--- config.mk ---
export PLATFORM = sky130hd
export DESIGN_NAME = cfg_reg_bank
export DESIGN_NICKNAME = d
export VERILOG_FILES = /design/src/rtl/cfg_reg_bank.sv
export SDC_FILE = /design/constraint.sdc
export NUM_CORES = 1
export LEC_CHECK = 0
export CORE_AREA = 2 2 250 252
export CTS_CLUSTER_DIAMETER = 40
export DETAILED_ROUTE_END_ITERATION = 10
export DIE_AREA = 0 0 252 254
export PLACE_DENSITY = 0.67
export SLEW_MARGIN = 20
export SYNTH_ARGS = -nofsm -noshare
export SYNTH_HDL_FRONTEND = slang
export SYNTH_SLANG_ARGS = --single-unit
--- constraint.sdc ---
create_clock -name clk -period 2.2 [get_ports clk]
set_clock_uncertainty 0.15 [all_clocks]
set_input_delay 0.33 -clock clk [delete_from_list [all_inputs] [get_ports clk]]
set_output_delay 0.33 -clock clk [all_outputs]
set_load 0.02 [all_outputs]
--- src/rtl/cfg_reg_bank.sv ---
// cfg_reg_bank: parametrised configuration register array with byte-strobed
// writes, registered reads, per-register update pulses, and a W1C status
// register that drives a masked, registered interrupt.
module cfg_reg_bank #(
  parameter int DATA_W    = 32,
  parameter int NUM_REGS  = 16,
  parameter int ADDR_W    = 4,
  parameter int STAT_IDX  = 15,
  parameter int IRQEN_IDX = 14
) (
  input  logic                       clk,
  input  logic                       reset,
  input  logic [ADDR_W-1:0]          write_addr,
  input  logic [DATA_W-1:0]          write_data,
  input  logic [DATA_W/8-1:0]        write_strb,
  input  logic                       write_en,
  input  logic [ADDR_W-1:0]          read_addr,
  input  logic                       read_en,
  output logic [DATA_W-1:0]          read_data,
  output logic                       read_valid,
  output logic [NUM_REGS*DATA_W-1:0] regs_flat,
  output logic [NUM_REGS-1:0]        reg_updated,
  input  logic [DATA_W-1:0]          hw_status_set,
  output logic                       irq
);

  localparam int NUM_BYTES = DATA_W / 8;

  logic [DATA_W-1:0]   regs_q [NUM_REGS];
  logic [DATA_W-1:0]   regs_d [NUM_REGS];
  logic [DATA_W-1:0]   read_data_q;
  logic [DATA_W-1:0]   read_data_d;
  logic                read_valid_q;
  logic                read_valid_d;
  logic [NUM_REGS-1:0] reg_updated_q;
  logic [NUM_REGS-1:0] reg_updated_d;
  logic                irq_q;
  logic                irq_d;

  // Next register state: strobed bus writes, W1C on status, then hardware set (set wins).
  always_comb begin
    for (int i = 0; i < NUM_REGS; i++) begin
      regs_d[i] = regs_q[i];
      reg_updated_d[i] = 1'b0;
      if (write_en && (write_addr == ADDR_W'(i)) && (|write_strb)) begin
        reg_updated_d[i] = 1'b1;
        for (int b = 0; b < NUM_BYTES; b++) begin
          if (write_strb[b]) begin
            if (i == STAT_IDX) begin
              regs_d[i][8*b +: 8] = regs_q[i][8*b +: 8] & ~write_data[8*b +: 8];
            end else begin
              regs_d[i][8*b +: 8] = write_data[8*b +: 8];
            end
          end else begin
            regs_d[i][8*b +: 8] = regs_q[i][8*b +: 8];
          end
        end
      end else begin
        reg_updated_d[i] = 1'b0;
      end
    end
    // Hardware set is applied last so it overrides a same-cycle clear.
    regs_d[STAT_IDX] = regs_d[STAT_IDX] | hw_status_set;
  end

  // Read path: capture the pre-write value of the addressed register; out-of-range reads return zero.
  always_comb begin
    read_data_d  = read_data_q;
    read_valid_d = read_en;
    if (read_en) begin
      read_data_d = {DATA_W{1'b0}};
      for (int i = 0; i < NUM_REGS; i++) begin
        if (read_addr == ADDR_W'(i)) begin
          read_data_d = regs_q[i];
        end else begin
          read_data_d = read_data_d;
        end
      end
    end else begin
      read_data_d = read_data_q;
    end
  end

  // Interrupt is the masked status from the current register contents, registered once.
  always_comb begin
    irq_d = |(regs_q[STAT_IDX] & regs_q[IRQEN_IDX]);
  end

  // State update with synchronous active-high reset overriding all requests.
  always_ff @(posedge clk) begin
    if (reset) begin
      for (int i = 0; i < NUM_REGS; i++) begin
        regs_q[i] <= {DATA_W{1'b0}};
      end
      read_data_q   <= {DATA_W{1'b0}};
      read_valid_q  <= 1'b0;
      reg_updated_q <= {NUM_REGS{1'b0}};
      irq_q         <= 1'b0;
    end else begin
      for (int i = 0; i < NUM_REGS; i++) begin
        regs_q[i] <= regs_d[i];
      end
      read_data_q   <= read_data_d;
      read_valid_q  <= read_valid_d;
      reg_updated_q <= reg_updated_d;
      irq_q         <= irq_d;
    end
  end

  genvar gi;
  generate
    for (gi = 0; gi < NUM_REGS; gi++) begin : g_flat
      assign regs_flat[gi*DATA_W +: DATA_W] = regs_q[gi];
    end
  endgenerate

  assign read_data   = read_data_q;
  assign read_valid  = read_valid_q;
  assign reg_updated = reg_updated_q;
  assign irq         = irq_q;

endmodule
==> summary.txt <==
Drt
  • DR DRC count: 0
  • DRT Pass-1 Iters: 6
  • Routed via count: between 30000 and 40000
  • Routed length per instance: 27.1 um
  • Detail Route Antenna Nets: 0
  • Initial drt markers: 3825
  • Vias per cell: approximately 6.1
  • Final wirelength: about 130 mm

Yosys
  • Top_reg_cell synth: dfxtp_1
  • Post-synthesis cell area: approximately 0.025 sq mm
  • Area leader, netlist: dfxtp_1
  • Synth top area cells: dfxtp_1, a21oi_1, o21ai_0
  • Syn Nets: 3354
  • Seq/Total Area, Yosys: between 40% and 50%
  • Mapped Avg Cell Area: 7.77 sq um
  • #FFs+latches synth: roughly 560
  • Yosys warnings: 0
  • EDFF count, synth: 0
  • Yosys top cell area share: around 44%
  • Mapped Cells: ~3300
  • Yosys cell types: just under 70
  • Ys async rst share: 0%

Power and ir drop
  • Lkg Pwr: between 0.01 and 0.015 uW
  • Sw Ratio: 27.0%
  • Seq pwr share: between 30% and 40%
  • Maximum VDD drop: around 630 uV
  • Clk pwr share: between 50% and 60%
  • Comb pwr share: 10.4%
  • P per Cell Area: 740 mW/mm^2
  • Sw Pwr: ~7600 uW
  • Int Pwr: between 20000 and 25000 uW

Worst setup path
  • FF-to-FF Start: regs_q[0][283]$_SDFFE_PP0P_
  • R2R Setup Slk: around 0.16 ns
  • Worst Path Required: about 1.7 ns
  • Buffers & Inverters on Critical Path: 1
  • Critical path's largest stage delay: between 0.6 and 0.7 ns
  • Arr. time, crit path: around 1.7 ns
  • Startpoint types: register
  • Critical path type: register to primary output
  • CP top delay family: buffers and inverters
  • Crit end category: primary output
  • Slowest-stage cell, CP: clkdlybuf4s50_1
  • FF-to-FF path depth: 4
  • Peak fanout along the critical path: 2
  • Worst path cell trace: clkdlybuf4s50_1
  • Reg2Reg Capture Point: read_data[27]$_SDFFE_PP0P_

Timing
  • Max-slew violation count: 0
  • Final min period: roughly 2.2 ns
  • Max-slew headroom: 29.6%
  • RSZ-0062 raised after global routing: false
  • Worst-Margin Slew: 1.06 ns
  • Final setup margin: -0.0109 ns
  • Fin crit share: 100%
  • Final hold violations: 0
  • Sum Neg Setup Slack: -0.0109 ns
  • Final setup vio count: 1
  • Maximum clock rate: 0.452 GHz

Clocking
  • Num CTS Buffers: 90
  • Clock sinks: 562
  • Clock Tree Buf Depth: 3
  • H-tree depth: 3
  • Hold_buf cts: 0
  • Clock tree from TritonCTS: done
  • CTS clock-pin slew for the worst setup and hold paths: roughly 0.06 ns
  • Root Buffer Master: clkbuf_16
  • Clk_lat worst skew: around 0.64 ns

Place
  • DP Worst Slack: -0.481 ns
  • Port-buffer cells: 641
  • Hpwl dp: 98.6 mm
  • Dpl cell area: 0.0351 sq mm
  • Final GP Congestion: 0.969

Min path
  • Worst hold path type: input port to register
  • HP Start: read_en
  • Hold Path End: read_valid$_SDFF_PP0_
  • WHS Path Cells: 3

Global route
  • GRT Util Overall: 40.2%
  • First-pass GRT wire length: around 190 mm
  • Gr ovfl total: 0
  • Initial antenna violation count: 7
  • Number of global-route vias before repair: about 28000
  • Largest net degree at the start of global routing: about 180

Die
  • Core Area: a little over 0.06 sq mm
  • Die area: 0.0640 sq mm
  • Die width: 252 um
  • Die Height: around 250 um
  • I/O pins: 642
  • Initial Util: between 40% and 50%
  • Row count: 91

Status
  • Violated checks: negative setup slack
  • Status: finished, violations left

Cells and area
  • Post-layout nets: around 4200
  • Fillers: 5414
  • Finished Cell Area: roughly 0.038 sq mm
  • Layout cells sized above 1: 16.2%
  • Synth-to-Final Area Change: 50.3%

Flow run
  • # Max-Cap Violations: 0
## through the flow
stage | hold slack, ns | util [%] | power, uW | cells
floorplan | 0.297 | - | 12000 | 3274
global placement | 0.323 | 57.4 | 13600 | 4786
detailed placement | 0.330 | 57.4 | 13600 | 4786
CTS | 0.0265 | 62.2 | 28200 | 4951
global route | 0.0409 | 62.4 | 28900 | 4954
finish | 0.0433 | 62.4 | 28300 | 4956
## registers in the layout, summed over array words and instances (netlist names)
| name | cells |
|---|---|
| regs_q | 512 |
| read_data | 32 |
| reg_updated | 16 |
| irq | 1 |
| read_valid | 1 |
## layout by cell type, fill, tap and decap left out, types with 10 or more instances in the layout
| master | synthesis | layout |
|---|---|---|
| o221ai_1 | 23 | 23 |
| nor2_1 | 173 | 173 |
| buf_12 | 1 | 53 |
| o21ai_0 | 575 | 575 |
| clkbuf_16 | 0 | 90 |
| a21oi_1 | 610 | 610 |
| mux2i_1 | 55 | 55 |
| inv_6 | 0 | 10 |
| mux4_2 | 19 | 19 |
| a221o_1 | 10 | 10 |
| inv_1 | 10 | 10 |
| nand3_1 | 21 | 17 |
| mux2_2 | 29 | 29 |
| nor3_1 | 12 | 12 |
| a2bb2oi_1 | 14 | 14 |
| nand2_1 | 549 | 547 |
| dfxtp_1 | 562 | 559 |
| nor2b_1 | 27 | 26 |
| bufinv_16 | 0 | 12 |
| a32o_1 | 14 | 14 |
| clkinv_2 | 0 | 20 |
| clkdlybuf4s50_1 | 0 | 456 |
| dlymetal6s2s_1 | 0 | 44 |
| o211ai_1 | 21 | 21 |
| or2_2 | 14 | 14 |
| buf_4 | 16 | 355 |
| clkinv_4 | 0 | 10 |
| a22oi_1 | 25 | 25 |
| a221oi_1 | 10 | 10 |
| o311ai_1 | 10 | 10 |
| dlygate4sd2_1 | 0 | 135 |
| a211oi_1 | 17 | 17 |
| o22ai_1 | 44 | 44 |
## area by class of cell
cell class	count	area, sq um	area share [%]
sequential	562	11300	29.4
inverter	11	43.8	0.115
antenna	5	12.5	0.0327
timing repair buffer	1048	10100	26.4
clock inverter	65	788	2.06
multi-input combinational	2375	12700	33.3
clock buffer	100	2340	6.12
tap	790	988	2.59
## worst max-delay path by stage
| stage | slack [ns] | endpoint | cells past startpoint | from |
|---|---|---|---|---|
| floorplan | 0.31 | read_data[6]$_SDFFE_PP0P_ | 7 | read_addr[0] |
| global placement | -0.52 | read_data[27]$_SDFFE_PP0P_ | 7 | read_addr[0] |
| detailed placement | -0.48 | read_data[27]$_SDFFE_PP0P_ | 7 | read_addr[0] |
| CTS | 0.0007 | regs_flat[187] | 1 | regs_q[0][187]$_SDFFE_PP0P_ |
| global route | 0.0002 | regs_flat[229] | 1 | regs_q[0][229]$_SDFFE_PP0P_ |
| finish | -0.01 | regs_flat[452] | 1 | regs_q[0][452]$_SDFFE_PP0P_ |
## power groups by stage
stage / sequential, uW / clock (uW) / combinational (uW)
after floorplan: 10800 / 0 / 1200
after global placement: 10700 / 0 / 2870
after detailed placement: 10700 / 0 / 2880
after CTS: 10500 / 14800 / 2860
after global routing: 10500 / 15300 / 3060
final: 10500 / 14800 / 2950
## cells in the mapped netlist, drive strengths merged (14+ instances only)
cell / count
a211oi: 17
a21oi: 611
a22oi: 25
a2bb2oi: 14
a32o: 14
buf: 99
clkbuf: 227
dfxtp: 562
mux2: 29
mux2i: 55
mux4: 19
nand2: 553
nand3: 22
nor2: 182
nor2b: 27
o211ai: 21
o21ai: 580
o221ai: 23
o22ai: 44
or2: 16
## layer usage
layer	track usage, %	wire (um)
met1	52.7	51900
met4	22.8	8120
met3	10.1	16600
met2	60.3	57900
met5	0	27
## cell families (layout without fill, tap and decap cells)
logic type	Yosys count	in the layout	synth area share [%]
AO/OA/AOI/OAI	1414	1414	30.5
AND/OR/NAND/NOR	858	858	14.3
flip-flops	562	562	44.2
buffers and inverters	337	1224	5.87
multiplexers	103	103	5.13
other	0	5	0
## repair_timing
action	4_1_cts	5_1_grt
setup buffers	0	0
setup endpoints to repair	135	45
resized for setup	138	45
No activity file was read; power rests on OpenSTA's default activity.
